===== config.mk =====
export PLATFORM = sky130hd
export DESIGN_NAME = bp_access_sched
export DESIGN_NICKNAME = d
export VERILOG_FILES = /design/src/rtl/bp_pkg.sv /design/src/rtl/bp_outcome_fifo.sv /design/src/rtl/bp_access_sched.sv
export SDC_FILE = /design/constraint.sdc
export NUM_CORES = 1
export LEC_CHECK = 0
export CAP_MARGIN = 5
export CORE_ASPECT_RATIO = 1.25
export CORE_MARGIN = 4
export CORE_UTILIZATION = 48
export DETAILED_ROUTE_END_ITERATION = 8
export GPL_TIMING_DRIVEN = 0
export HOLD_SLACK_MARGIN = 0.05
export PLACE_DENSITY = 0.84
export RECOVER_POWER = 25
export SLEW_MARGIN = 20
export SYNTH_ARGS = -nofsm -noshare
export SYNTH_HDL_FRONTEND = slang
export SYNTH_SLANG_ARGS = --single-unit

===== constraint.sdc =====
create_clock -name clk -period 2.6 [get_ports clk]
set_clock_uncertainty 0.15 [all_clocks]
set_input_delay 0.26 -clock clk [delete_from_list [all_inputs] [get_ports clk]]
set_output_delay 0.26 -clock clk [all_outputs]
set_load 0.01 [all_outputs]

===== src/rtl/bp_pkg.sv =====
// Shared encodings for the (2,2) predictor core command port and the access scheduler FSM.
package bp_pkg;

  localparam logic [1:0] MODE_PREDICT = 2'b00;
  localparam logic [1:0] MODE_BRANCH  = 2'b01;
  localparam logic [1:0] MODE_DISPLAY = 2'b10;
  localparam logic [1:0] MODE_RESET   = 2'b11;

  typedef enum logic [1:0] {
    S_INIT  = 2'd0,
    S_RUN   = 2'd1,
    S_CLEAR = 2'd2
  } state_t;

endpackage


===== src/rtl/bp_outcome_fifo.sv =====
// Small outcome FIFO (DEPTH x 1 bit) with flush; head is visible combinationally for BRANCH.
module bp_outcome_fifo #(
  parameter int DEPTH = 4
) (
  input  logic clk,
  input  logic rst,
  input  logic push,
  input  logic din,
  input  logic pop,
  input  logic flush,
  output logic head,
  output logic full,
  output logic empty
);

  localparam int AW = $clog2(DEPTH);

  logic          mem [DEPTH];
  logic [AW-1:0] wr_ptr;
  logic [AW-1:0] rd_ptr;
  logic [AW:0]   count;
  logic          do_push;
  logic          do_pop;

  // Full is judged on the current count, so a same-cycle pop never makes room for a push.
  assign do_push = push && !full && !flush;
  assign do_pop  = pop && !empty && !flush;

  always_ff @(posedge clk) begin
    if (do_push) mem[wr_ptr] <= din;
  end

  always_ff @(posedge clk or posedge rst) begin
    if (rst) begin
      wr_ptr <= '0;
      rd_ptr <= '0;
      count  <= '0;
    end else if (flush) begin
      wr_ptr <= '0;
      rd_ptr <= '0;
      count  <= '0;
    end else begin
      if (do_push) wr_ptr <= wr_ptr + 1'b1;
      if (do_pop)  rd_ptr <= rd_ptr + 1'b1;
      case ({do_push, do_pop})
        2'b10:   count <= count + 1'b1;
        2'b01:   count <= count - 1'b1;
        default: count <= count;
      endcase
    end
  end

  assign full  = (count == (AW+1)'(DEPTH));
  assign empty = (count == '0);
  assign head  = mem[rd_ptr];

endmodule


===== src/rtl/bp_access_sched.sv =====
// Shares the predictor core command port between fetch (PREDICT) and resolve (BRANCH),
// buffering outcomes and sequencing table clears and dumps.
module bp_access_sched
  import bp_pkg::*;
#(
  parameter int DEPTH     = 4,
  parameter int MAX_DEFER = 3
) (
  input  logic       clk,
  input  logic       rst,
  input  logic       pred_req,
  output logic       pred_gnt,
  output logic       pred_vld,
  output logic       pred_bit,
  input  logic       upd_vld,
  output logic       upd_rdy,
  input  logic       upd_taken,
  input  logic       clr_req,
  output logic       clr_busy,
  input  logic       dump_req,
  output logic [1:0] core_mode,
  output logic       core_cmd_v,
  output logic       core_inp,
  input  logic       core_pred
);

  localparam int DW = $clog2(MAX_DEFER + 1);

  state_t        state_reg, state_next;
  logic          clr_pend_reg, clr_pend_next;
  logic          dump_pend_reg, dump_pend_next;
  logic [DW-1:0] defer_reg, defer_next;
  logic          pred_vld_reg;
  logic          pred_bit_reg;

  logic clr_act;
  logic dump_act;
  logic fifo_head, fifo_full, fifo_empty;
  logic fifo_pop, fifo_flush;
  logic defer_max;

  // A request in the current cycle counts as pending so it wins arbitration immediately.
  assign clr_act   = clr_pend_reg || (clr_req && state_reg != S_CLEAR);
  assign dump_act  = dump_pend_reg || dump_req;
  assign clr_busy  = (state_reg != S_RUN) || clr_act;
  assign upd_rdy   = !fifo_full && (state_reg != S_CLEAR) && !clr_act;
  assign defer_max = (defer_reg == DW'(MAX_DEFER));

  bp_outcome_fifo #(.DEPTH(DEPTH)) u_fifo (
    .clk   (clk),
    .rst   (rst),
    .push  (upd_vld && upd_rdy),
    .din   (upd_taken),
    .pop   (fifo_pop),
    .flush (fifo_flush),
    .head  (fifo_head),
    .full  (fifo_full),
    .empty (fifo_empty)
  );

  always_ff @(posedge clk or posedge rst) begin
    if (rst) begin
      state_reg     <= S_INIT;
      clr_pend_reg  <= 1'b0;
      dump_pend_reg <= 1'b0;
      defer_reg     <= '0;
      pred_vld_reg  <= 1'b0;
      pred_bit_reg  <= 1'b0;
    end else begin
      state_reg     <= state_next;
      clr_pend_reg  <= clr_pend_next;
      dump_pend_reg <= dump_pend_next;
      defer_reg     <= defer_next;
      pred_vld_reg  <= pred_gnt;
      if (pred_gnt) pred_bit_reg <= core_pred;
    end
  end

  always_comb begin
    state_next     = state_reg;
    clr_pend_next  = clr_pend_reg;
    dump_pend_next = dump_act;
    defer_next     = fifo_empty ? '0 : defer_reg;
    core_cmd_v     = 1'b0;
    core_mode      = MODE_PREDICT;
    core_inp       = 1'b0;
    pred_gnt       = 1'b0;
    fifo_pop       = 1'b0;
    fifo_flush     = 1'b0;

    case (state_reg)
      S_INIT: begin
        core_cmd_v    = 1'b1;
        core_mode     = MODE_RESET;
        clr_pend_next = clr_act;
        state_next    = S_RUN;
      end
      S_CLEAR: begin
        core_cmd_v    = 1'b1;
        core_mode     = MODE_RESET;
        fifo_flush    = 1'b1;
        defer_next    = '0;
        clr_pend_next = 1'b0;
        state_next    = S_RUN;
      end
      S_RUN: begin
        if (clr_act) begin
          clr_pend_next = 1'b0;
          state_next    = S_CLEAR;
        end else if (fifo_full || (!dump_act && (defer_max || !pred_req) && !fifo_empty)) begin
          // BRANCH: forced by a full FIFO, a saturated defer count, or simply no predict request.
          core_cmd_v = 1'b1;
          core_mode  = MODE_BRANCH;
          core_inp   = fifo_head;
          fifo_pop   = 1'b1;
          defer_next = '0;
        end else if (dump_act) begin
          core_cmd_v     = 1'b1;
          core_mode      = MODE_DISPLAY;
          dump_pend_next = 1'b0;
        end else if (pred_req) begin
          core_cmd_v = 1'b1;
          core_mode  = MODE_PREDICT;
          pred_gnt   = 1'b1;
          if (!fifo_empty) defer_next = defer_max ? defer_reg : defer_reg + 1'b1;
        end
      end
      default: state_next = S_INIT;
    endcase
  end

  assign pred_vld = pred_vld_reg;
  assign pred_bit = pred_bit_reg;

endmodule


==> impl_metrics.py <==
metrics = {
    "status": {
        "status": "finished clean",
    },
    "clock_network": {
        "clk_pin_slew_ns": 0.11,
        "numCtsBuffers": 3,
        "cts.path.max_buffers": 2,
        "cts_root_buf": "clkbuf_4",
        "cts_tree": "done",
        "cts.htree.levels": 1,
        "clkSinkCount": 19,
        "clk_latency_ns": 0.29,
    },
    "routing": {
        "drtAntennaViolNets": 0,
        "dr_total_vias": 876,
        "route.detailed.drc": 0,
        "firstDrtPassIters": 4,
        "drt_iter0_drc": 24,
        "wire_per_inst_um": 14.6,
        "via_per_inst": 5.34,
        "routed_wl_um": 2390,
    },
    "timing": {
        "finalCritPeriodShare": 0.943,
        "worst_slew_pin_slew_ns": 0.603,
        "finalSetupViolCount": 0,
        "period_minus_slack_ns": 2.45,
        "fmax_mhz": 408,
        "rsz0062_at_grt": "false",
        "slew_headroom": 0.598,
        "hold_viol": 0,
        "slew_viol_final": 0,
    },
    "setup_path": {
        "cp.required_ns": 2.68,
        "slowest_stage": "dfrtp_1",
        "crit_chain": "inv_2, ha_4, nand2b_4, and2_4, nand2_4, nor3_2, fa_2, or4_4, and3b_1, nor3_2",
        "crit_arrival_ns": 2.53,
        "slowest_delay_ns": 0.43,
        "startpoint_type": "flip-flop",
        "worstSetupPathType": "flip-flop to flip-flop",
        "r2r_cells": 10,
        "crit_fanout": 5,
        "crit_path_end_kind": "flip-flop",
        "cpMostUsedCell": "nor3_2",
    },
    "placed_design": {
        "place.gp.congestion": 0.849,
        "dp_hpwl_um": 1660,
        "dpl_cell_area_um2": 1390,
        "dpl.cell_count": 155,
        "port_buffers": 16,
    },
    "logic_synthesis": {
        "ys_seq_elements": 19,
        "synth_area_leaders": "dfrtp_1 (32%), ha_1 (11%), edfxtp_1 (10%)",
        "synth_edf_count": 4,
        "synth_top_area_share": 0.324,
        "postSynthAreaPerCell_um2": 10.7,
        "yosys.area.top_type": "dfrtp_1",
        "yosys_warnings": 0,
        "syn_area_um2": 1160,
        "netlist_instances": 108,
        "synth_nets": 127,
        "synth_cell_types": 41,
        "seq_area_frac_synth": 0.427,
        "async_flop_share": 0.789,
        "synthFlopType": "dfrtp_1",
    },
    "floorplan": {
        "die_y_um": 63.0,
        "rows": 19,
        "die-area_um2": 3270,
        "core_area_um2": 2260,
        "io_pins": 17,
        "die_w_um": 52.0,
        "initial_utilization": 0.514,
    },
    "global_routing": {
        "grt_pass1_vias": 938,
        "antenna_found_initial": 0,
        "overflow": 0,
        "grt_max_degree": 16,
        "grt_use_total": 0.170,
        "grt_pass1_wl_um": 4200,
    },
    "final_layout": {
        "syn2layout_area_growth_pct": 31.4,
        "largest_registers": "u_fifo.mem (4), u_fifo.count (3)",
        "fin_nets": 153,
        "fin_cells": 164,
        "largest_reg_flops": 4,
        "largest-register": "u_fifo.mem",
        "final_cell_area_um2": 1520,
        "diodes": 0,
        "nFillCells": 171,
        "drive_gt1_frac": 0.263,
    },
    "worst_hold_path": {
        "hp-class": "input pin to asynchronous set/reset pin",
    },
    "power": {
        "ir_drop_uv": 674,
        "p_per_area_nw_per_um2": 929,
        "power.leakage_nw": 0.713,
    },
    "job": {
        "cap_violations": 0,
    },
}
==> synth_stat cells (3+ instances only) <==
library cell  number
a21oi_1            3
and2_1             7
buf_2              3
dfrtp_1           15
edfxtp_1           4
ha_1              10
inv_1              7
nand2_1            5
nand2b_1           3
nand3_1            3
nor2_1             7
nor2b_1            3
o31ai_1            3
xor2_1             3
==> layout by cell type, fill, tap and decap left out, types with 2 or more instances in the layout <==
master / netlist / layout
inv_2: 0 / 2
ha_1: 10 / 8
mux2_2: 2 / 2
inv_1: 7 / 4
o31ai_1: 3 / 3
dlymetal6s2s_1: 0 / 5
nor3_2: 1 / 2
o21ai_0: 2 / 2
xor2_1: 3 / 3
nor2b_1: 3 / 3
a21boi_0: 2 / 2
buf_4: 0 / 7
a21oi_1: 3 / 3
and2_1: 7 / 6
nor2_1: 7 / 7
edfxtp_1: 4 / 4
clkbuf_4: 0 / 3
and3_4: 0 / 2
dfrtp_1: 15 / 15
nand2_1: 5 / 4
nand3_1: 3 / 3
dlygate4sd3_1: 0 / 2
nand2b_1: 3 / 2
clkdlybuf4s50_1: 0 / 8
==> cells by family (layout without fill, tap and decap cells) <==
logic type	count (synthesis)	after routing	share of synthesized area
and+or+nand+nor	41	41	0.208
DFF	19	19	0.427
AOI/OAI and AO/OA	17	17	0.107
adders and majority gates	11	11	0.125
buffers and inverters	11	36	0.0453
muxes	5	5	0.0572
xor gates and xnor gates	4	4	0.0302
==> stage by stage <==
step | hold slack, ns | TNS [ns] | worst slack, ns | utilization | power [mW]
after global placement | 0.343 | -0.559 | -0.228 | 0.617 | 1.14
after detailed placement | 0.363 | -0.680 | -0.274 | 0.617 | 1.17
after global routing | 0.331 | 0 | 0.0481 | 0.675 | 1.54
final | 0.304 | 0 | 0.148 | 0.675 | 1.42
after floorplan | 0.0115 | 0 | 0.0356 | - | 0.923
after CTS | 0.187 | -0.00318 | -0.00318 | 0.663 | 1.41
==> power by group <==
group	total (mW)	internal (mW)	switching, mW
logic	0.798	0.409	0.389
registers	0.469	0.383	0.0860
clock network	0.148	0.0596	0.0885
total	1.42	0.852	0.563
==> metal layers <==
layer,global-route usage,routed length (um),share of wire,up-vias
met2,0.303,1340,0.56,16
met1,0.196,964,0.40,436
met4,0.0557,18,0.0075,0
li1,-,-,-,422
met3,0.0310,67,0.028,2
met5,0,0,0,-
==> worst paths after layout <==
| path | startpoint | endpoint | slack [ns] |
|---|---|---|---|
| min | rst | defer_reg[1]$_DFFE_PP0P_ | 0.30 |
| min in group clk | pred_bit$_DFFE_PP0P_ | pred_bit$_DFFE_PP0P_ | 0.38 |
| min reg2reg | pred_bit$_DFFE_PP0P_ | pred_bit$_DFFE_PP0P_ | 0.38 |
| max reg2reg | state_reg[0]$_DFFE_PP0P_ | u_fifo.count[2]$_DFFE_PP0P_ | 0.15 |
| max in group asynchronous | rst | u_fifo.rd_ptr[0]$_DFFE_PP0P_ | 1.59 |
| max | state_reg[0]$_DFFE_PP0P_ | u_fifo.count[2]$_DFFE_PP0P_ | 0.15 |
==> layout make-up <==
| type | count | area (um^2) | share of cell area |
|---|---|---|---|
| well taps | 31 | 38.8 | 0.0255 |
| repair buffers | 23 | 224 | 0.147 |
| plain buffers | 2 | 16.3 | 0.0107 |
| multi-input cells | 78 | 693 | 0.455 |
| flip-flops and latches | 19 | 495 | 0.325 |
| inverters | 7 | 30.0 | 0.0197 |
| clock buffers | 4 | 26.3 | 0.0172 |
==> critical path, delay by kind of cell (launching register included) <==
family,cells,cell delay [ns]
and+or+nand+nor,7,1.19
DFF,1,0.43
adders and majority gates,2,0.53
buffers and inverters,1,0.08
==> timing repair <==
item	CTS	global route
resized for setup	13	7
pin swaps	4	5
endpoints found under the setup margin	6	6
hold buffers	0	0
setup buffers	6	1
(Power assumes the default switching activity.)
